===== config.mk =====
export PLATFORM = sky130hd
export DESIGN_NAME = cpu_sequencer_flat
export DESIGN_NICKNAME = d
export VERILOG_FILES = /design/src/rtl/cpu_sequencer_if.sv /design/src/rtl/cpu_sequencer.sv /design/src/flat_wrapper.sv
export SDC_FILE = /design/constraint.sdc
export NUM_CORES = 1
export LEC_CHECK = 0
export CORE_UTILIZATION = 30
export DETAILED_ROUTE_END_ITERATION = 8
export DONT_BUFFER_PORTS = 1
export SYNTH_ARGS = -nofsm -noshare
export SYNTH_HDL_FRONTEND = slang
export SYNTH_SLANG_ARGS = --single-unit
export TNS_END_PERCENT = 1

===== constraint.sdc =====
create_clock -name clk -period 2.8 [get_ports clk]
set_input_delay 0.28 -clock clk [delete_from_list [all_inputs] [get_ports clk]]
set_output_delay 0.28 -clock clk [all_outputs]
set_load 0.05 [all_outputs]

===== src/rtl/cpu_sequencer_if.sv =====
// Control-side bundle between the sequencer, board inputs, control unit and datapath enables.
// Sequencer drives the enables and status; everything else is sampled on clk.
interface cpu_sequencer_if #(
  parameter int PC_WIDTH  = 8,
  parameter int CNT_WIDTH = 8
);
  logic                 run;
  logic                 step;
  logic                 bp_en;
  logic [PC_WIDTH-1:0]  bp_addr;
  logic [PC_WIDTH-1:0]  pc;
  logic                 reg_write;
  logic                 cont;
  logic                 ir_en;
  logic                 pc_en;
  logic                 rf_we;
  logic [2:0]           state;
  logic                 halted;
  logic                 bp_hit;
  logic [CNT_WIDTH-1:0] instr_count;

  modport slave (
    input  run, step, bp_en, bp_addr, pc, reg_write, cont,
    output ir_en, pc_en, rf_we, state, halted, bp_hit, instr_count
  );

  modport master (
    output run, step, bp_en, bp_addr, pc, reg_write, cont,
    input  ir_en, pc_en, rf_we, state, halted, bp_hit, instr_count
  );
endinterface


===== src/rtl/cpu_sequencer.sv =====
// Five-cycle FSM gating IR load, PC update and register write; free-run, single-step, breakpoint.
// One instruction per 5 clocks; step edges outside IDLE are dropped, HALT is left only by reset.
module cpu_sequencer #(
  parameter int PC_WIDTH  = 8,
  parameter int CNT_WIDTH = 8
) (
  input  logic              clk,
  input  logic              rst_n,
  cpu_sequencer_if.slave    bus
);

  typedef enum logic [2:0] {
    IDLE      = 3'd0,
    FETCH     = 3'd1,
    DECODE    = 3'd2,
    EXEC      = 3'd3,
    WRITEBACK = 3'd4,
    HALT      = 3'd5
  } state_t;

  state_t               st;
  state_t               nxt;
  logic                 step_q;
  logic                 step_edge;
  logic                 stop;
  logic [PC_WIDTH-1:0]  pc_cur;
  logic [PC_WIDTH-1:0]  bp_cur;
  logic [CNT_WIDTH-1:0] cnt;
  logic                 ir_en_r;
  logic                 pc_en_r;
  logic                 halted_r;

  assign pc_cur    = bus.pc;
  assign bp_cur    = bus.bp_addr;
  assign stop      = bus.bp_en & (pc_cur == bp_cur);
  assign step_edge = bus.step & ~step_q;

  // A step edge starts an instruction even at the breakpoint, which is how a stop is released.
  always_comb begin
    nxt = st;
    case (st)
      IDLE:      if (step_edge || (bus.run && !stop)) nxt = FETCH;
      FETCH:     nxt = DECODE;
      DECODE:    nxt = bus.cont ? EXEC : HALT;
      EXEC:      nxt = WRITEBACK;
      WRITEBACK: nxt = IDLE;
      HALT:      nxt = HALT;
      default:   nxt = IDLE;
    endcase
  end

  // Enables are registered off the next state so they line up exactly with the state they decode.
  always_ff @(posedge clk) begin
    if (!rst_n) begin
      st       <= IDLE;
      step_q   <= 1'b1;
      cnt      <= '0;
      ir_en_r  <= 1'b0;
      pc_en_r  <= 1'b0;
      halted_r <= 1'b0;
    end else begin
      st       <= nxt;
      step_q   <= bus.step;
      ir_en_r  <= (nxt == FETCH);
      pc_en_r  <= (nxt == WRITEBACK);
      halted_r <= (nxt == HALT);
      if (st == WRITEBACK) cnt <= cnt + 1'b1;
    end
  end

  assign bus.state       = st;
  assign bus.ir_en       = ir_en_r;
  assign bus.pc_en       = pc_en_r;
  assign bus.rf_we       = pc_en_r & bus.reg_write;
  assign bus.halted      = halted_r;
  assign bus.bp_hit      = (st == IDLE) & bus.run & stop;
  assign bus.instr_count = cnt;

endmodule

===== src/flat_wrapper.sv =====
// flat-port wrapper written by rule: the top's interface ports become plain ports
module cpu_sequencer_flat 
#(
  parameter int PC_WIDTH  = 8,
  parameter int CNT_WIDTH = 8
)
  (clk, rst_n, bus_run, bus_step, bus_bp_en, bus_bp_addr, bus_pc, bus_reg_write, bus_cont, bus_ir_en, bus_pc_en, bus_rf_we, bus_state, bus_halted, bus_bp_hit, bus_instr_count);
  cpu_sequencer_if #(.PC_WIDTH(PC_WIDTH), .CNT_WIDTH(CNT_WIDTH)) bus_i ();
  input  logic clk;
  input  logic rst_n;
  input wire logic [$bits(bus_i.run)-1:0] bus_run;
  input wire logic [$bits(bus_i.step)-1:0] bus_step;
  input wire logic [$bits(bus_i.bp_en)-1:0] bus_bp_en;
  input wire logic [$bits(bus_i.bp_addr)-1:0] bus_bp_addr;
  input wire logic [$bits(bus_i.pc)-1:0] bus_pc;
  input wire logic [$bits(bus_i.reg_write)-1:0] bus_reg_write;
  input wire logic [$bits(bus_i.cont)-1:0] bus_cont;
  output wire logic [$bits(bus_i.ir_en)-1:0] bus_ir_en;
  output wire logic [$bits(bus_i.pc_en)-1:0] bus_pc_en;
  output wire logic [$bits(bus_i.rf_we)-1:0] bus_rf_we;
  output wire logic [$bits(bus_i.state)-1:0] bus_state;
  output wire logic [$bits(bus_i.halted)-1:0] bus_halted;
  output wire logic [$bits(bus_i.bp_hit)-1:0] bus_bp_hit;
  output wire logic [$bits(bus_i.instr_count)-1:0] bus_instr_count;
  assign bus_i.run = bus_run;
  assign bus_i.step = bus_step;
  assign bus_i.bp_en = bus_bp_en;
  assign bus_i.bp_addr = bus_bp_addr;
  assign bus_i.pc = bus_pc;
  assign bus_i.reg_write = bus_reg_write;
  assign bus_i.cont = bus_cont;
  assign bus_ir_en = bus_i.ir_en;
  assign bus_pc_en = bus_i.pc_en;
  assign bus_rf_we = bus_i.rf_we;
  assign bus_state = bus_i.state;
  assign bus_halted = bus_i.halted;
  assign bus_bp_hit = bus_i.bp_hit;
  assign bus_instr_count = bus_i.instr_count;
  cpu_sequencer #(.PC_WIDTH(PC_WIDTH), .CNT_WIDTH(CNT_WIDTH)) u_core (.clk(clk), .rst_n(rst_n), .bus(bus_i));
endmodule

==> results of run 1 <==
registers in the layout, summed over array words and instances (netlist names):
name                    flops
u_core.bus.state            3
u_core.bus.ir_en            1
u_core.bus.halted           1
u_core.bus.pc_en            1
u_core.bus.instr_count      8
u_core.step_q               1
power breakdown:
part	internal [W]	total [W]	switching (W)	leakage (nW)
sequential	0.000220	0.000251	0.0000310	0.122
clock	0.0000553	0.000123	0.0000674	0.0150
combinational	0.0000193	0.0000336	0.0000143	0.171
metal layers:
layer  up-vias  GRT usage
met1       240      0.113
met3         3     0.0526
met2        39      0.162
li1        263          -
met5         -          0
met4         0     0.0541
layout make-up:
cell class / instances / area share
Multi-Input combinational cell: 57 / 0.527
Tap cell: 28 / 0.0440
Clock buffer: 4 / 0.0330
Timing Repair Buffer: 1 / 0.00942
Inverter: 2 / 0.00942
Sequential cell: 15 / 0.377
critical path: cells and delay by family, from the launching register on:
family | cells | cell delay [ns]
simple gates | 4 | 0.99
flops | 1 | 0.78
xor+xnor | 1 | 0.15
cells by family after synthesis:
group,after synthesis,share of synthesized area
AND/OR/NAND/NOR,35,0.323
adder cells (fa/ha/maj),1,0.0170
AO/OA/AOI/OAI,6,0.0509
multiplexers,1,0.0136
XOR/XNOR,14,0.166
buffers and inverters,3,0.0221
flip-flops,15,0.407
cell usage in the layout (no fill, tap or decap), drive strengths merged:
master / Yosys / final
nor2b: 5 / 5
nand3: 3 / 3
mux2i: 1 / 1
a211oi: 1 / 1
nand4: 2 / 2
inv: 2 / 2
a21oi: 1 / 1
xor2: 6 / 6
and4: 1 / 1
nand2: 3 / 3
dfxtp: 15 / 15
nor2: 1 / 1
nor3b: 2 / 2
ha: 1 / 1
and2: 9 / 9
a31oi: 1 / 1
nor4: 1 / 1
nand2b: 2 / 2
and3: 2 / 2
nor3: 2 / 2
xnor2: 8 / 8
nor4b: 1 / 1
buf: 0 / 1
o21ai: 2 / 2
o31a: 1 / 1
clkbuf: 0 / 4
and4b: 1 / 1
stage by stage:
stage	utilization	worst slack (ns)	instance area (µm²)
2_1_floorplan	-	0.934	737
3_3_place_gp	0.342	0.837	771
3_5_place_dp	0.342	0.794	771
4_1_cts	0.353	0.782	797
5_1_grt	0.353	0.670	797
6_report	0.353	0.777	797
final timing paths:
| check | from | to | cells after the start |
|---|---|---|---|
| worst min register to register | u_core.step_q | u_core.bus.pc_en | 4 |
| worst min-delay path | rst_n | u_core.step_q | 1 |
| worst max register to register | u_core.bus.state[2] | u_core.bus.instr_count[5] | 5 |
| worst max-delay path | u_core.bus.state[2] | u_core.bus.instr_count[5] | 5 |
==> flow_metrics.env, run 1 <==
export IMPL_crit_required_ns=2.98
export IMPL_avgSynthCellArea_um2=9.83
export IMPL_power_w=0.000407
export IMPL_firstDrtPassIters=3
export IMPL_whs_ns=0.0676
export IMPL_met2_length_um=563
export IMPL_finalNonFillerCells=107
export IMPL_maxSlewHeadroom=0.497
export IMPL_final_period_utilization=0.722
export IMPL_hold_class="input pin to flip-flop"
export IMPL_cts_root_buf="clkbuf_4"
export IMPL_area_growth_synth_to_final_pct=8.15
export IMPL_max_freq_ghz=0.494
export IMPL_ys_flop_type="dfxtp_1"
export IMPL_path_cells="nor3b_4 -> and4_4 -> nand3_2 -> xnor2_1 -> and2_1"
export IMPL_netlist_instances=75
export IMPL_power_density_mw_per_mm2=511
export IMPL_synth_seq_cells=15
export IMPL_die_w_um=51.6
export IMPL_setup_viol=0
export IMPL_tritoncts="done"
export IMPL_async_flop_share=0
export IMPL_mappedNetlistArea_um2=737
export IMPL_first_global_vias=481
export IMPL_htree_levels=1
export IMPL_rsz0062_at_grt="no"
export IMPL_gp_congestion=0.705
export IMPL_drt_met1_wl_um=553
export IMPL_ir_worst_vdd_uv=198
export IMPL_synth_fp_nets=99
export IMPL_dp_cells=103
export IMPL_slowest_stage="dfxtp_1"
export IMPL_grt_max_degree=14
export IMPL_nets=104
export IMPL_initial_core_util=0.327
export IMPL_routed_via_density=5.09
export IMPL_overflow=0
export IMPL_synth_top_area_cell="dfxtp_1"
export IMPL_port_buffers=0
export IMPL_dp_hpwl_um=1030
export IMPL_drc=0
export IMPL_wl_met3_um=178
export IMPL_dr_max_layer_used="met4"
export IMPL_fin_tns_setup_ns=0
export IMPL_core_mm2=0.00225
export IMPL_fp_row_count=17
export IMPL_yosys_cell_types_count=29
export IMPL_die_h_um=51.6
export IMPL_clk_latency_ns=0.28
export IMPL_crit_arrival_ns=2.20
export IMPL_wl_um=1310
export IMPL_max_stage_delay_ns=0.78
export IMPL_slew_viol_final=0
export IMPL_fillerInstances=251
export IMPL_cts_hold_buf=0
export IMPL_drive_gt1_frac=0.114
export IMPL_outcome="completed"
export IMPL_worstMarginPinSlew_ns=0.753
export IMPL_rrSetupSlack_ns=0.78
export IMPL_total_leakage_power_nw=0.308
export IMPL_final_setup_skew_ns=0.00242
export IMPL_cts_buffers=3
export IMPL_antenna_found_initial=0
export IMPL_cts_clk_slew_worst_paths_ns=0.09
export IMPL_diodes=0
export IMPL_drt_wirelength_per_cell_um=12.3
export IMPL_initialDrtViolationCount=5
export IMPL_cts_sinks=15
export IMPL_worst_path_max_fanout=8
export IMPL_path_class="flip-flop to flip-flop"
export IMPL_register_area_um2=300
export IMPL_yosysSeqAreaShare=0.407
export IMPL_yosysWarnings=0
export IMPL_ant_nets=0
export IMPL_ys_top_cells_by_count="dfxtp_1 (15), and2_1 (9), xnor2_1 (8)"
export IMPL_synth_most_common_cell="dfxtp_1"
export IMPL_grt_util_all_layers=0.103
export IMPL_multi_input_area_um2=420
export IMPL_vias=545
export IMPL_ios=39
export IMPL_grt_first_pass_wirelength_um=2010
export IMPL_yosys_top_cells_area="dfxtp_1 (41%), xnor2_1 (9.5%), and2_1 (7.6%)"
export IMPL_start_kind="flip-flop"
export IMPL_post_cts_buffers=0
export IMPL_die_area_mm2=0.00266
export IMPL_synth_edf_count=0
export IMPL_synth_top_area_frac=0.407
export IMPL_maxCapViolations=0
export IMPL_hold_violations=0
export IMPL_cts_resized=0
export IMPL_clockBufferDepth=2
export IMPL_min_period_ns=2.02
export IMPL_cp_end_kind="flip-flop"
(Power assumes the default switching activity.)
==> run 2: changes to the inputs <==
--- a/config.mk
+++ b/config.mk
@@ -5,6 +5,7 @@
 export SDC_FILE = /design/constraint.sdc
 export NUM_CORES = 1
 export LEC_CHECK = 0
+export ABC_AREA = 1
 export CORE_UTILIZATION = 30
 export DETAILED_ROUTE_END_ITERATION = 8
 export DONT_BUFFER_PORTS = 1
==> constraint.sdc (replaced) <==
create_clock -name clk -period 2.1 [get_ports clk]
set_input_delay 0.21 -clock clk [delete_from_list [all_inputs] [get_ports clk]]
set_output_delay 0.21 -clock clk [all_outputs]
set_load 0.05 [all_outputs]
==> run 2 against run 1 <==
  * The run now ends with DRC left
  * Sequential share of layout area fell by 9.6 points
  * Global-route usage rose by 2.7 points
  * Power rose by 73%
  * Setup slack got worse by 0.28 ns
  * Clock power rose by 40%
  * Sequential cell count did not move
  * Design area rose by 34%
  * Sequential power rose by 32%
  * Cell count rose by 77%
  * Critical endpoint is now bus_bp_hit
  * Largest cell class unchanged
==> flow_metrics.env, run 2 <==
export IMPL_outcome="finished with violations"
export IMPL_failed_checks="DRC"
export IMPL_cts_hold_buf=0
export IMPL_ios=39
export IMPL_firstDrtPassIters=6
export IMPL_max_freq_ghz=0.623
export IMPL_first_global_vias=843
export IMPL_crit_arrival_ns=1.40
export IMPL_async_flop_share=0
export IMPL_die_h_um=56.9
export IMPL_ir_worst_vdd_uv=373
export IMPL_multi_input_area_um2=497
export IMPL_power_w=0.000703
export IMPL_final_area_mm2=0.00107
export IMPL_grt_util_all_layers=0.130
export IMPL_nets=183
export IMPL_avgSynthCellArea_um2=6.37
export IMPL_r2r_end="u_core.bus.instr_count[6]"
export IMPL_grt_max_degree=11
export IMPL_fin_tns_setup_ns=0
export IMPL_yosys_cell_types_count=24
export IMPL_cp_end_kind="output pin"
export IMPL_die_area_mm2=0.00324
export IMPL_initialDrtViolationCount=26
export IMPL_power_density_mw_per_mm2=658
export IMPL_yosysWarnings=0
export IMPL_finalNonFillerCells=189
export IMPL_min_period_ns=1.61
export IMPL_startpoint="u_core.bus.state[0]"
export IMPL_post_cts_buffers=0
export IMPL_maxCapViolations=0
export IMPL_cts_clk_slew_worst_paths_ns=0.10
export IMPL_die_w_um=56.9
export IMPL_synth_fp_nets=166
export IMPL_hold_violations=0
export IMPL_final_cell_mix="nand2_1 (38), inv_1 (27), nor2_1 (17)"
export IMPL_hold_class="input pin to flip-flop"
export IMPL_synth_most_common_cell="nand2_1"
export IMPL_final_setup_skew_ns=0.00857
export IMPL_cts_sinks=15
export IMPL_fillerInstances=307
export IMPL_grt_first_pass_wirelength_um=3340
export IMPL_clk_latency_ns=0.29
export IMPL_synth_top_area_frac=0.332
export IMPL_cts_resized=0
export IMPL_layout_commonest_cell="nand2_1"
export IMPL_final_period_utilization=0.765
export IMPL_rsz0062_at_grt="no"
export IMPL_synth_edf_count=0
export IMPL_initial_core_util=0.322
export IMPL_register_area_um2=300
export IMPL_worstMarginPinSlew_ns=0.554
export IMPL_diodes=0
export IMPL_worst_path_max_fanout=3
export IMPL_path_class="flip-flop to output pin"
export IMPL_total_leakage_power_nw=0.549
export IMPL_wl_um=1850
export IMPL_synth_seq_cells=15
export IMPL_largest_register_ffs=8
export IMPL_dp_hpwl_um=1520
export IMPL_drive_gt1_frac=0.203
export IMPL_yosysSeqAreaShare=0.332
export IMPL_place_area_mm2=0.00104
export IMPL_yosys_top_cells_area="dfxtp_1 (33%), nand2_1 (16%), inv_1 (11%)"
export IMPL_r2r_start="u_core.bus.instr_count[1]"
export IMPL_area_growth_synth_to_final_pct=18.1
export IMPL_antenna_found_initial=0
export IMPL_ys_flop_type="dfxtp_1"
export IMPL_maxSlewHeadroom=0.630
export IMPL_setup_viol=0
export IMPL_cts_root_buf="clkbuf_4"
export IMPL_htree_levels=1
export IMPL_crit_end="bus_bp_hit"
export IMPL_synth_top_area_cell="dfxtp_1"
export IMPL_cts_buffers=3
export IMPL_port_buffers=0
export IMPL_routed_via_density=4.49
export IMPL_ys_top_cells_by_count="nand2_1 (38), inv_1 (27), nor2_1 (17)"
export IMPL_tritoncts="done"
export IMPL_slew_viol_final=0
export IMPL_r2r_cells=7
export IMPL_fp_row_count=19
export IMPL_core_mm2=0.00281
export IMPL_rrSetupSlack_ns=0.78
export IMPL_drt_wirelength_per_cell_um=9.79
export IMPL_ant_nets=0
export IMPL_mappedNetlistArea_um2=905
export IMPL_vias=849
export IMPL_clockBufferDepth=2
export IMPL_dp_cells=185
export IMPL_drc=2
export IMPL_crit_required_ns=1.89
export IMPL_netlist_instances=142
export IMPL_start_kind="flip-flop"
export IMPL_overflow=0
export IMPL_gp_congestion=0.856
## run 2: kinds of logic (layout without fill, tap and decap cells)
| kind of cell | after synthesis | count (layout) | share of synthesized area |
|---|---|---|---|
| simple gates | 82 | 82 | 0.437 |
| flops | 15 | 15 | 0.332 |
| compound gates | 12 | 12 | 0.0733 |
| fa+ha+maj | 1 | 1 | 0.0138 |
| xor+xnor | 2 | 2 | 0.0194 |
| buf+inv | 30 | 46 | 0.124 |
## run 2: cell type report
type,instances,share of cell area
clock buffer,3,0.0211
inverter,30,0.105
timing repair buffer,12,0.0843
clock inverter,1,0.00703
multi-input combinational,97,0.465
sequential,15,0.281
tap,31,0.0363
## run 2: per-stage QoR
stage / util / hold slack, ns / setup WS, ns
final: 0.381 / 0.0182 / 0.494
after global routing: 0.381 / 0.00585 / 0.423
after CTS: 0.381 / 0.0155 / 0.497
after detailed placement: 0.370 / 0.320 / 0.797
after global placement: 0.370 / 0.318 / 0.816
after floorplan: - / 0.317 / 0.308
## run 2: worst min path at each step
| stage | start | to | slack [ns] | cells after the start |
|---|---|---|---|---|
| floorplan | bus_step | u_core.step_q | 0.32 | 1 |
| finish | bus_step | u_core.step_q | 0.02 | 1 |
| global placement | bus_step | u_core.step_q | 0.32 | 1 |
| CTS | bus_step | u_core.step_q | 0.02 | 1 |
| detailed placement | bus_step | u_core.step_q | 0.32 | 1 |
| global route | bus_step | u_core.step_q | 0.006 | 1 |
## run 2: metal layers
layer / share of wire / track usage / up-vias
met5: 0 / 0 / -
met4: 0.017 / 0.0418 / 0
met3: 0.051 / 0.0346 / 4
met2: 0.47 / 0.230 / 19
met1: 0.46 / 0.152 / 362
li1: - / - / 464
## run 2: worst max-delay path, stage by stage, from the launching register on
cell and delay, ns:
dfxtp_1 0.34, inv_2 0.09, nand2_4 0.08, nor2_1 0.13, nand2_1 0.08, nor3_2 0.17, buf_4 0.22
## run 2: where the power goes
group / internal (W) / leakage, nW / switching, W
logic: 0.0000624 / 0.413 / 0.000136
clock network: 0.0000723 / 0.0139 / 0.000100
registers: 0.000303 / 0.122 / 0.0000290
==> run 3: changes to the inputs <==
==> constraint.sdc (replaced) <==
create_clock -name clk -period 1.3 [get_ports clk]
set_input_delay 0.13 -clock clk [delete_from_list [all_inputs] [get_ports clk]]
set_output_delay 0.13 -clock clk [all_outputs]
set_load 0.05 [all_outputs]
==> run 3 against run 2 <==
  * Combinational power is 87% higher
  * Critical path depth stayed put
  * The run ends with DRC, setup timing left
  * Setup slack worse by 0.58 ns
  * Sequential power rose by 66%
  * Routed wire length is 14% higher
  * Critical path type unchanged
==> flow_metrics.env, run 3 (synthesized netlist as in run 2, its figures left out) <==
export IMPL_hold_depth=4
export IMPL_cts_root_buf="clkbuf_4"
export IMPL_rrSetupSlack_ns=-0.04
export IMPL_total_leakage_power_nw=0.604
export IMPL_hp_start="bus_cont"
export IMPL_die_h_um=56.9
export IMPL_overflow=0
export IMPL_crit_arrival_ns=1.25
export IMPL_worst_hold_path_endpoint="u_core.bus.state[1]"
export IMPL_cp_end_kind="output pin"
export IMPL_nets=188
export IMPL_tritoncts="done"
export IMPL_slew_viol_final=0
export IMPL_cts_clk_slew_worst_paths_ns=0.09
export IMPL_grt_util_all_layers=0.144
export IMPL_ir_worst_vdd_uv=430
export IMPL_setup_slack_ns=-0.0814
export IMPL_layout_commonest_cell="nand2_1"
export IMPL_gp_congestion=0.843
export IMPL_vias=903
export IMPL_hold_class="input pin to flip-flop"
export IMPL_cts_buffers=3
export IMPL_dp_hpwl_um=1660
export IMPL_max_freq_ghz=0.724
export IMPL_drt_wirelength_per_cell_um=10.9
export IMPL_r2r_end="u_core.bus.instr_count[5]"
export IMPL_antenna_found_initial=0
export IMPL_r2r_cells=10
export IMPL_initialDrtViolationCount=28
export IMPL_r2r_start="u_core.bus.state[0]"
export IMPL_setup_viol=3
export IMPL_dp_slack_ns=0.0510
export IMPL_final_setup_skew_ns=0.00131
export IMPL_fin_tns_setup_ns=-0.153
export IMPL_power_density_mw_per_mm2=1010
export IMPL_htree_levels=1
export IMPL_clk_latency_ns=0.29
export IMPL_failed_checks="DRC, setup timing"
export IMPL_rsz0062_at_grt="yes"
export IMPL_clockBufferDepth=2
export IMPL_grt_first_pass_wirelength_um=3750
export IMPL_min_period_ns=1.38
export IMPL_wl_um=2110
export IMPL_outcome="finished with violations"
export IMPL_start_kind="flip-flop"
export IMPL_cts_sinks=15
export IMPL_maxSlewHeadroom=0.677
export IMPL_drc=6
export IMPL_crit_required_ns=1.17
export IMPL_area_growth_synth_to_final_pct=30.6
export IMPL_routed_via_density=4.65
export IMPL_dp_cells=187
export IMPL_finalNonFillerCells=194
export IMPL_firstDrtPassIters=6
export IMPL_die_w_um=56.9
export IMPL_first_global_vias=930
export IMPL_core_mm2=0.00281
export IMPL_hold_violations=0
export IMPL_final_cell_mix="nand2_1 (37), inv_1 (27), nor2_1 (16)"
export IMPL_initial_core_util=0.322
export IMPL_port_buffers=0
export IMPL_final_period_utilization=1.06
export IMPL_grt_max_degree=10
export IMPL_die_area_mm2=0.00324
export IMPL_maxCapViolations=0
export IMPL_path_class="flip-flop to output pin"
export IMPL_worstMarginPinSlew_ns=0.484
export IMPL_worst_path_max_fanout=3
export IMPL_ant_nets=0
export IMPL_largest_register_ffs=8
export IMPL_drive_gt1_frac=0.288
export IMPL_ios=39
export IMPL_diodes=0
export IMPL_fp_row_count=19
run 3: layout make-up:
class                           count  area (µm²)
Clock buffer                        3        22.5
Clock inverter                      1        5.00
Fill cell                         302        1620
Inverter                           30         118
Multi-Input combinational cell     97         513
Sequential cell                    15         323
Tap cell                           31        38.8
Timing Repair Buffer               17         161
run 3: per-stage QoR:
step	util	total power, W	hold WS (ns)	instance area, µm²
floorplan	-	0.000811	0.237	938
global placement	0.395	0.000876	0.239	1110
detailed placement	0.395	0.000884	0.240	1110
CTS	0.420	0.00119	0.0842	1180
global route	0.421	0.00127	0.0994	1180
finish	0.421	0.00119	0.0954	1180
run 3: how the worst max path moves through the flow:
stage | startpoint | endpoint | slack [ns] | cells after the start
finish | u_core.bus.state[0] | bus_bp_hit | -0.08 | 6
global route | u_core.bus.state[0] | u_core.bus.instr_count[5] | -0.16 | 10
CTS | u_core.bus.state[1] | bus_bp_hit | -0.14 | 6
detailed placement | u_core.bus.state[0] | u_core.bus.instr_count[5] | 0.05 | 9
global placement | u_core.bus.state[0] | u_core.bus.instr_count[5] | 0.09 | 9
floorplan | u_core.bus.state[0] | bus_bp_hit | -0.01 | 5
run 3: per-layer routing:
metal | global-route usage | wire length (µm) | up-vias
met3 | 0.0323 | 102 | 5
met5 | 0 | 0 | -
met1 | 0.156 | 940 | 400
met4 | 0.0557 | 40 | 0
met2 | 0.269 | 1020 | 25
li1 | - | - | 473
run 3: critical path, stage by stage (launching register included):
cell	delay (ns)
dfxtp_4	0.36
inv_4	0.06
nand2_4	0.06
nor2_4	0.09
nand2_2	0.07
nor3_4	0.16
buf_12	0.16
run 3: what timing repair did:
action	4_1_cts	5_1_grt
setup buffers	1	0
pin swaps	3	2
resized for setup	5	1
setup endpoints to repair	1	4
hold buffers	2	0
hold endpoints to repair	8	0
run 3: report_power, final:
part	internal, W	switching (W)
Combinational	0.000130	0.000242
Clock	0.000114	0.000156
Sequential	0.000495	0.0000565
Total	0.000740	0.000455
